`src/rtl/result_dump_pkg.sv`:
```
// Shared types and constants for the result dump streamer.
// Latency: n/a (declarations only).
// Backpressure: n/a.
package result_dump_pkg;

    // Dump sequencer states.
    typedef enum logic [2:0] {
        IDLE    = 3'd0,
        HDR     = 3'd1,
        CNT     = 3'd2,
        RD_REQ  = 3'd3,
        RD_WAIT = 3'd4,
        WORD    = 3'd5,
        TRAIL   = 3'd6,
        FIN     = 3'd7
    } state_t;

    // Framing bytes around each dump.
    localparam logic [7:0] HDR_BYTE = 8'hA5;
    localparam logic [7:0] TRL_BYTE = 8'h5A;

    // clock_count and instr_count, 4 bytes each.
    localparam int CNT_BYTES = 8;

    // Bytes on the stream for one dump: header, two counters, words, trailer.
    function automatic int unsigned dump_bytes(input int unsigned num_words,
                                               input int unsigned reg_width);
        return 32'd10 + num_words * (reg_width / 32'd8);
    endfunction

endpackage

```
`src/rtl/result_dump_if.sv`:
```
// Memory read port and byte stream grouped for the result dump block.
// Latency: n/a (wiring only).
// Backpressure: tx_ready from the sink stalls the byte stream.
interface result_dump_if #(
    parameter int REG_WIDTH = 32
) ();
    logic                 mem_rd_en;
    logic [31:0]          mem_index;
    logic [REG_WIDTH-1:0] mem_data;
    logic [7:0]           tx_data;
    logic                 tx_valid;
    logic                 tx_ready;

    // Dump block side: issues memory reads, sources the byte stream.
    modport master (
        output mem_rd_en,
        output mem_index,
        input  mem_data,
        output tx_data,
        output tx_valid,
        input  tx_ready
    );

    // Memory/sink side.
    modport slave (
        input  mem_rd_en,
        input  mem_index,
        output mem_data,
        input  tx_data,
        input  tx_valid,
        output tx_ready
    );
endinterface

```
`src/rtl/byte_serializer.sv`:
```
// Loads up to W bits and streams them out one byte at a time, LSB byte first.
// Latency: first byte is valid the cycle after load; one byte per accepted cycle.
// Backpressure: tx_data/tx_valid hold while tx_ready is low.
module byte_serializer #(
    parameter int W  = 64,
    parameter int CW = $clog2(W / 8 + 1)
) (
    input  logic          CLOCK_50,
    input  logic          rstn,
    input  logic          load,
    input  logic [W-1:0]  load_data,
    input  logic [CW-1:0] load_bytes,
    input  logic          tx_ready,
    output logic [7:0]    tx_data,
    output logic          tx_valid,
    output logic          last
);

    logic [W-1:0]  shreg;
    logic [CW-1:0] remaining;
    logic          fire;

    assign tx_valid = (remaining != '0);
    assign tx_data  = shreg[7:0];
    assign fire     = tx_valid && tx_ready;
    // Final byte of the loaded word is being accepted this cycle.
    assign last     = fire && (remaining == CW'(1));

    // Shift register and remaining-byte count; a load takes priority over a shift.
    always_ff @(posedge CLOCK_50) begin
        if (!rstn) begin
            shreg     <= '0;
            remaining <= '0;
        end else if (load) begin
            shreg     <= load_data;
            remaining <= load_bytes;
        end else if (fire) begin
            shreg     <= {8'h00, shreg[W-1:8]};
            remaining <= remaining - CW'(1);
        end
    end

endmodule

```
`src/rtl/result_dump.sv`:
```
// Streams a CPU result dump: A5, cycle/instr counts, NUM_WORDS memory words, 5A.
// Latency: header valid the cycle after done; 2 idle cycles per word for the memory read.
// Backpressure: tx_ready low stalls the stream with tx_data held; no bytes dropped.
module result_dump
    import result_dump_pkg::*;
#(
    parameter int REG_WIDTH = 32,
    parameter int BASE_WORD = 200,
    parameter int NUM_WORDS = 100
) (
    input  logic          CLOCK_50,
    input  logic          rstn,
    input  logic          done,
    input  logic [31:0]   clock_count,
    input  logic [31:0]   instr_count,
    result_dump_if.master bus,
    output logic          dump_busy,
    output logic          dump_done
);

    // Serializer must hold both counters at once as well as one memory word.
    localparam int SER_W = (REG_WIDTH > 64) ? REG_WIDTH : 64;
    localparam int BCW   = $clog2(SER_W / 8 + 1);

    // Word counter covers 0..NUM_WORDS-1 and stops at the last index.
    localparam int               WCW       = (NUM_WORDS > 1) ? $clog2(NUM_WORDS) : 1;
    localparam int               LAST_WORD = (NUM_WORDS > 0) ? NUM_WORDS - 1 : 0;
    localparam logic [WCW-1:0]   LAST_IDX  = WCW'(LAST_WORD);
    localparam bit               NO_WORDS  = (NUM_WORDS == 0);

    state_t           state;
    state_t           state_nxt;
    logic [31:0]      clk_cap;
    logic [31:0]      instr_cap;
    logic [WCW-1:0]   word_cnt;
    logic             last_word;

    logic             ser_load;
    logic [SER_W-1:0] ser_data;
    logic [BCW-1:0]   ser_bytes;
    logic             ser_last;

    assign last_word = (word_cnt == LAST_IDX);

    // State register.
    always_ff @(posedge CLOCK_50) begin
        if (!rstn) begin
            state <= IDLE;
        end else begin
            state <= state_nxt;
        end
    end

    // Next-state: each streaming state advances when its last byte is accepted.
    always_comb begin
        state_nxt = state;
        case (state)
            IDLE:    if (done)     state_nxt = HDR;
            HDR:     if (ser_last) state_nxt = CNT;
            CNT:     if (ser_last) state_nxt = NO_WORDS ? TRAIL : RD_REQ;
            RD_REQ:                state_nxt = RD_WAIT;
            RD_WAIT:               state_nxt = WORD;
            WORD:    if (ser_last) state_nxt = last_word ? TRAIL : RD_REQ;
            TRAIL:   if (ser_last) state_nxt = FIN;
            FIN:     if (!done)    state_nxt = IDLE;
            default:               state_nxt = IDLE;
        endcase
    end

    // Outputs: memory strobe, status flags, and serializer loads on state entry.
    always_comb begin
        bus.mem_rd_en = 1'b0;
        bus.mem_index = '0;
        dump_busy     = (state != IDLE) && (state != FIN);
        dump_done     = (state == FIN);
        ser_load      = 1'b0;
        ser_data      = '0;
        ser_bytes     = '0;
        case (state)
            IDLE: begin
                if (done) begin
                    ser_load  = 1'b1;
                    ser_data  = SER_W'(HDR_BYTE);
                    ser_bytes = BCW'(1);
                end
            end
            HDR: begin
                if (ser_last) begin
                    ser_load  = 1'b1;
                    ser_data  = SER_W'({instr_cap, clk_cap});
                    ser_bytes = BCW'(CNT_BYTES);
                end
            end
            CNT: begin
                if (ser_last && NO_WORDS) begin
                    ser_load  = 1'b1;
                    ser_data  = SER_W'(TRL_BYTE);
                    ser_bytes = BCW'(1);
                end
            end
            RD_REQ: begin
                bus.mem_rd_en = 1'b1;
                bus.mem_index = 32'(BASE_WORD) + 32'(word_cnt);
            end
            RD_WAIT: begin
                ser_load  = 1'b1;
                ser_data  = SER_W'(bus.mem_data);
                ser_bytes = BCW'(REG_WIDTH / 8);
            end
            WORD: begin
                if (ser_last && last_word) begin
                    ser_load  = 1'b1;
                    ser_data  = SER_W'(TRL_BYTE);
                    ser_bytes = BCW'(1);
                end
            end
            default: ;
        endcase
    end

    // Counter snapshot at trigger time and word index; later input changes are ignored.
    always_ff @(posedge CLOCK_50) begin
        if (!rstn) begin
            clk_cap   <= '0;
            instr_cap <= '0;
            word_cnt  <= '0;
        end else if (state == IDLE && done) begin
            clk_cap   <= clock_count;
            instr_cap <= instr_count;
            word_cnt  <= '0;
        end else if (state == WORD && ser_last && !last_word) begin
            word_cnt  <= word_cnt + WCW'(1);
        end
    end

    byte_serializer #(
        .W  (SER_W),
        .CW (BCW)
    ) u_ser (
        .CLOCK_50   (CLOCK_50),
        .rstn       (rstn),
        .load       (ser_load),
        .load_data  (ser_data),
        .load_bytes (ser_bytes),
        .tx_ready   (bus.tx_ready),
        .tx_data    (bus.tx_data),
        .tx_valid   (bus.tx_valid),
        .last       (ser_last)
    );

endmodule

```
`src/flat_wrapper.sv`:
```
// flat-port wrapper written by rule: the top's interface ports become plain ports
module result_dump_flat import result_dump_pkg::*;
#(
    parameter int REG_WIDTH = 32,
    parameter int BASE_WORD = 200,
    parameter int NUM_WORDS = 100
)
  (CLOCK_50, rstn, done, clock_count, instr_count, dump_busy, dump_done, bus_mem_rd_en, bus_mem_index, bus_mem_data, bus_tx_data, bus_tx_valid, bus_tx_ready);
  result_dump_if #(.REG_WIDTH(REG_WIDTH)) bus_i ();
  input  logic CLOCK_50;
  input  logic rstn;
  input  logic done;
  input  logic [31:0] clock_count;
  input  logic [31:0] instr_count;
  output logic dump_busy;
  output logic dump_done;
  output wire logic [$bits(bus_i.mem_rd_en)-1:0] bus_mem_rd_en;
  output wire logic [$bits(bus_i.mem_index)-1:0] bus_mem_index;
  input wire logic [$bits(bus_i.mem_data)-1:0] bus_mem_data;
  output wire logic [$bits(bus_i.tx_data)-1:0] bus_tx_data;
  output wire logic [$bits(bus_i.tx_valid)-1:0] bus_tx_valid;
  input wire logic [$bits(bus_i.tx_ready)-1:0] bus_tx_ready;
  assign bus_mem_rd_en = bus_i.mem_rd_en;
  assign bus_mem_index = bus_i.mem_index;
  assign bus_i.mem_data = bus_mem_data;
  assign bus_tx_data = bus_i.tx_data;
  assign bus_tx_valid = bus_i.tx_valid;
  assign bus_i.tx_ready = bus_tx_ready;
  result_dump #(.REG_WIDTH(REG_WIDTH), .BASE_WORD(BASE_WORD), .NUM_WORDS(NUM_WORDS)) u_core (.CLOCK_50(CLOCK_50), .rstn(rstn), .done(done), .clock_count(clock_count), .instr_count(instr_count), .bus(bus_i), .dump_busy(dump_busy), .dump_done(dump_done));
endmodule
```
`config.mk`:
```
export PLATFORM = sky130hd
export DESIGN_NAME = result_dump_flat
export DESIGN_NICKNAME = d
export VERILOG_FILES = /design/src/rtl/result_dump_pkg.sv /design/src/rtl/result_dump_if.sv /design/src/rtl/byte_serializer.sv /design/src/rtl/result_dump.sv /design/src/flat_wrapper.sv
export SDC_FILE = /design/constraint.sdc
export NUM_CORES = 1
export LEC_CHECK = 0
export ABC_CLOCK_PERIOD_IN_PS = 2500
export CAP_MARGIN = 40
export CORE_MARGIN = 5
export CORE_UTILIZATION = 52
export CTS_CLUSTER_DIAMETER = 120
export DETAILED_ROUTE_END_ITERATION = 7
export GPL_TIMING_DRIVEN = 1
export HOLD_SLACK_MARGIN = 0.06
export PLACE_DENSITY = 0.85
export SKIP_LAST_GASP = 1
export SYNTH_ARGS = -nofsm -noshare
export SYNTH_HDL_FRONTEND = slang
export SYNTH_SLANG_ARGS = --single-unit
export TNS_END_PERCENT = 5
```
`constraint.sdc`:
```
create_clock -name CLOCK_50 -period 2.5 [get_ports CLOCK_50]
set_input_delay 0.625 -clock CLOCK_50 [delete_from_list [all_inputs] [get_ports CLOCK_50]]
set_output_delay 0.625 -clock CLOCK_50 [all_outputs]
set_load 0.02 [all_outputs]
```
# == After elaboration in Yosys (flattened, before gate mapping) ==
# Index checks and enable logic that the tools add are counted.
# totals
input_bits,100
output_inout_bits,44
register_bits,142
# classes
reduce_logical,14
bitwise,1
n_eq_ne,16
muxes,26
add_sub_neg,3
# op_table
cell,count
$pmux W64 S4,1
$mux W64,3
$mux W32,1
$pmux W3 S8,1
$mux W3,7
$pmux W4 S4,1
$eq A3 B3 Y1 const B,4
$mux W4,3
$add A8 B7 Y9 const A,1
$mux W8,1
$ne A2 B1 Y1 const B,4
$add A7 B1 Y7 const B,1
$eq A7 B7 Y1 const B,1
$logic_and A1 B1 Y1,7
$mux W7,1
$eq A3 B2 Y1 const B,2
$mux W1,6
$reduce_and A6 Y1,1
$eq A4 B1 Y1 const B,1
$ne A2 B2 Y1 const B,2
$pmux W1 S4,1
$reduce_bool A4 Y1,1
$sub A4 B1 Y4 const B,1
$eq A3 B1 Y1 const B,1
7 further kinds,7

# == Depth between registers and ports, before layout ==
# logic_depth
ltp_word,7
mapped_depth,9
depth_no_buf,6

# == Modules after synthesis ==
# A second synthesis with hierarchy kept.
# unflattened
hier_cells,870
area_unflattened_um2,6929.1
# by_module_without_submodules
mod,area_each_um2,n_inst,cells_per_inst
result_dump,3671.0,1,468
byte_serializer,3258.1,1,402

# == Least setup slack after synthesis ==
# No wires, ideal clock.
# synth_timing
path_type,flip-flop to output port
start,reg u_core.state[2]
end,out bus_mem_index[7]
t_required_ns,1.875
n_path_buf,1
arrival_time_ns,1.491
setup_slack_ns,0.384
stages_incl_launch_ff,5
cell_sequence,dfxtp_1 > inv_1 > clkbuf_1 > nand2_1 > a211oi_1
# synth_between
elab_chain_cells,2
# synth_lines
item,line,rtl
from (decl),result_dump.sv:31,state_t state;
from (signal assigned),result_dump.sv:50,state <= state_nxt;
$eq A3 B2 Y1,result_dump.sv:79,case (state)
$mux W32,result_dump.sv:79,
to (decl),flat_wrapper.sv:18,output wire logic [$bits(bus_i.mem_index)-1:0] bus_mem_index;
# Every way passes these cells.

# == Worst setup path after layout ==
# layout_timing
start,reg u_core.state[0]
end,out bus_mem_index[0]
# The elaborated chain is that of the path after synthesis.

==> results_dict.tcl <==
set metrics [dict create \
    status "complete, but fails checks" \
    violations "negative setup slack" \
    floorplan.io_pins 144 \
    r2r_start "u_core.u_ser.remaining[0]" \
    yosys.area.top_type "dfxtp_1" \
    slowest_stage "clkdlybuf4s50_1" \
    cts_tree "built" \
    crit_required_ns 1.88 \
    peakVddDrop_v 0.0005578 \
    worstSetupEndpointType "output port" \
    drc 0 \
    tightest_slew_ns 0.5659 \
    grt_pass1_wl_mm 32.20 \
    dp_slack_ns 0.02058 \
    min_period_over_period_pct 106.1 \
    nets 1057 \
    critPathMaxStageDelay_ns 0.60 \
    finClkSkew_ns 0.008114 \
    area_delta_synth_final_pct 28.51 \
    hold_buffers 0 \
    worst_slack_ns -0.1531 \
    min-delay-start "u_core.instr_cap[18]" \
    cts_setup_buffers 0 \
    grt.overflow.total 0 \
    postRouteAntennaNets 0 \
    cts_max_level 4 \
    grt_pass1_vias 6414 \
    clk_pin_slew_worst_paths_ns 0.06 \
    holdWs_ns 0.4505 \
    path_class "flip-flop to output port" \
    wl_mm 19.98 \
    core_area_um2 13190 \
    yosys_warnings 0 \
    dp_cells 1106 \
    arrival_ns 2.03 \
    critPathLaunchType "flip-flop" \
    synthArstFlopShare_pct 0 \
    ys_seq_elements 142 \
    cts_buffers 17 \
    slew_violations 0 \
    fmax_ghz 0.3769 \
    maxCapViolCount 0 \
    total_power_mw 8.855 \
    final_cells 1137 \
    gp_congestion 0.8615 \
    power_per_cell_area_nw_per_um2 990.0 \
    synth_area_leaders "dfxtp_1 41%, a21oi_1 8.1%, nand2_1 7.6%, o22ai_1 4.7%, mux2i_1 4.6%" \
    num_vias 6893 \
    p_leak_nw 3.218 \
    crit_chain "ha_1 -> nand2_2 -> inv_1 -> and2_1 -> clkdlybuf4s50_1" \
    portBuffers 120 \
    relSlewSlack_pct 61.74 \
    avgSynthCellArea_um2 8.131 \
    drive_gt1_share_pct 8.637 \
    mostFrequentLayoutCell "dfxtp_1" \
    antenna_found_initial 0 \
    hold_class "flip-flop to flip-flop" \
    final_cell_mix "142 x dfxtp_1, 140 x nand2_1, 118 x clkdlybuf4s50_1" \
    startpoint "u_core.state[0]" \
    setup_viol 11 \
    setup_tns_ns -0.7855 \
    clock_path_buffers 2 \
    drt-pass1-iter-count 5 \
    synthCells 856 \
    final.fill_count 1060 \
    synth_top_area_share_pct 40.84 \
    die_w_um 125.7 \
    ys_seq_area_share_pct 40.84 \
    synth_edf_count 0 \
    viasPerCell 6.062 \
    cts.sinks 142 \
    rsz0062_at_grt "yes" \
    die_y_um 125.7 \
    start_util_pct 52.77 \
    fp.dieArea_um2 15800 \
    synth_cell_types 54 \
    drt_iter0_drc 863 \
    clock_latency_ns 0.42 \
    period_needed_ns 2.653 \
    drt-wirelength-per-cell_um 17.57 \
    diodes 0 \
    grt_use_total_pct 24.47 \
    place_hpwl_mm 12.67 \
    row_count 42 \
    cp_max_fo 7 \
    root_buffer "clkbuf_16" \
    hold_viol 0 \
    grt_max_degree 66 \
    ys.flop_type "dfxtp_1" \
    synth_area_um2 6960 \
]
per-stage QoR:
stage	instance area [um2]	util [%]
floorplan	7043	-
global placement	8333	63.18
detailed placement	8333	63.18
CTS	8940	67.78
global route	8945	67.81
finish	8945	67.81
critical path: cells and delay by family, from the launching register on:
kind | cells | cell delay, ns
AND/OR/NAND/NOR | 2 | 0.26
buffers and inverters | 2 | 0.71
adder cells (fa/ha/maj) | 1 | 0.25
flip-flops | 1 | 0.38
cells in the mapped netlist, types with 2 or more instances:
| cell | number |
|---|---|
| a21o_1 | 4 |
| a31o_2 | 2 |
| mux2i_1 | 32 |
| or4_1 | 2 |
| a31oi_1 | 2 |
| a32o_1 | 8 |
| a22oi_1 | 24 |
| ha_1 | 8 |
| nand3_1 | 6 |
| inv_1 | 36 |
| and2_1 | 4 |
| or3_1 | 27 |
| o311ai_0 | 24 |
| and3_1 | 2 |
| o22ai_1 | 52 |
| nand4_1 | 2 |
| nor4b_1 | 2 |
| o21ai_0 | 33 |
| a221oi_1 | 6 |
| a21oi_1 | 112 |
| dfxtp_1 | 142 |
| buf_1 | 3 |
| nand2_1 | 141 |
| nand2b_1 | 3 |
| nand3b_1 | 2 |
| a211oi_1 | 2 |
| clkbuf_1 | 57 |
| nor2_1 | 14 |
| buf_2 | 15 |
| buf_4 | 32 |
| a32oi_1 | 28 |
| nor3_1 | 5 |
| xnor2_1 | 3 |
what timing repair did:
| item | CTS | global route |
|---|---|---|
| setup endpoints to repair | 13 | 14 |
| pin swaps | 0 | 0 |
| gates resized for setup | 1 | 2 |
path summary, 6_finish.rpt:
| check | slack [ns] | cells after the start | to |
|---|---|---|---|
| worst max-delay path | -0.15 | 5 | bus_mem_index[0] |
| worst min-delay path | 0.45 | 2 | u_core.instr_cap[18] |
| worst min register to register | 0.45 | 2 | u_core.instr_cap[18] |
| worst max register to register | 0.21 | 8 | u_core.u_ser.shreg[6] |
cell families (layout without fill, tap and decap cells):
| family | after synthesis | after routing | synth area share, % |
|---|---|---|---|
| multiplexers | 32 | 32 | 4.602 |
| other | 1 | 23 | 0.05388 |
| buffers and inverters | 146 | 229 | 9.995 |
| adder cells (fa/ha/maj) | 8 | 8 | 1.438 |
| AO/OA/AOI/OAI | 305 | 305 | 28.17 |
| AND/OR/NAND/NOR | 219 | 219 | 14.52 |
| XOR/XNOR | 3 | 3 | 0.3776 |
| flip-flops | 142 | 142 | 40.84 |
registers in the layout, indices dropped and copies added (netlist names):
name and cells:
u_core.word_cnt 7, u_core.clk_cap 32, u_core.u_ser.remaining 4, u_core.instr_cap 32, u_core.u_ser.shreg 64, u_core.state 3
report_power, final:
group          leakage (nW)  switching (mW)  internal (mW)
Clock                 0.295           0.959           1.64
Combinational          1.76            1.90           1.36
Sequential             1.16           0.291           2.70
cell type report:
cell class	count	area, um2	share of cell area, %
multi-input combinational	590	3525	39.40
sequential	142	2843	31.78
timing repair buffer	161	1610	18.00
clock buffer	21	470.5	5.259
tap	176	220.2	2.462
inverter	37	138.9	1.553
clock inverter	10	137.6	1.539
metal layers:
layer	vias to the layer above	GRT usage (%)	share of wire, %
li1	3254	-	-
met1	3252	32.06	41
met2	334	39.46	48
met3	53	6.308	8.5
met4	0	8.291	2.5
met5	-	0	0
No activity file was read; power rests on OpenSTA's default activity.
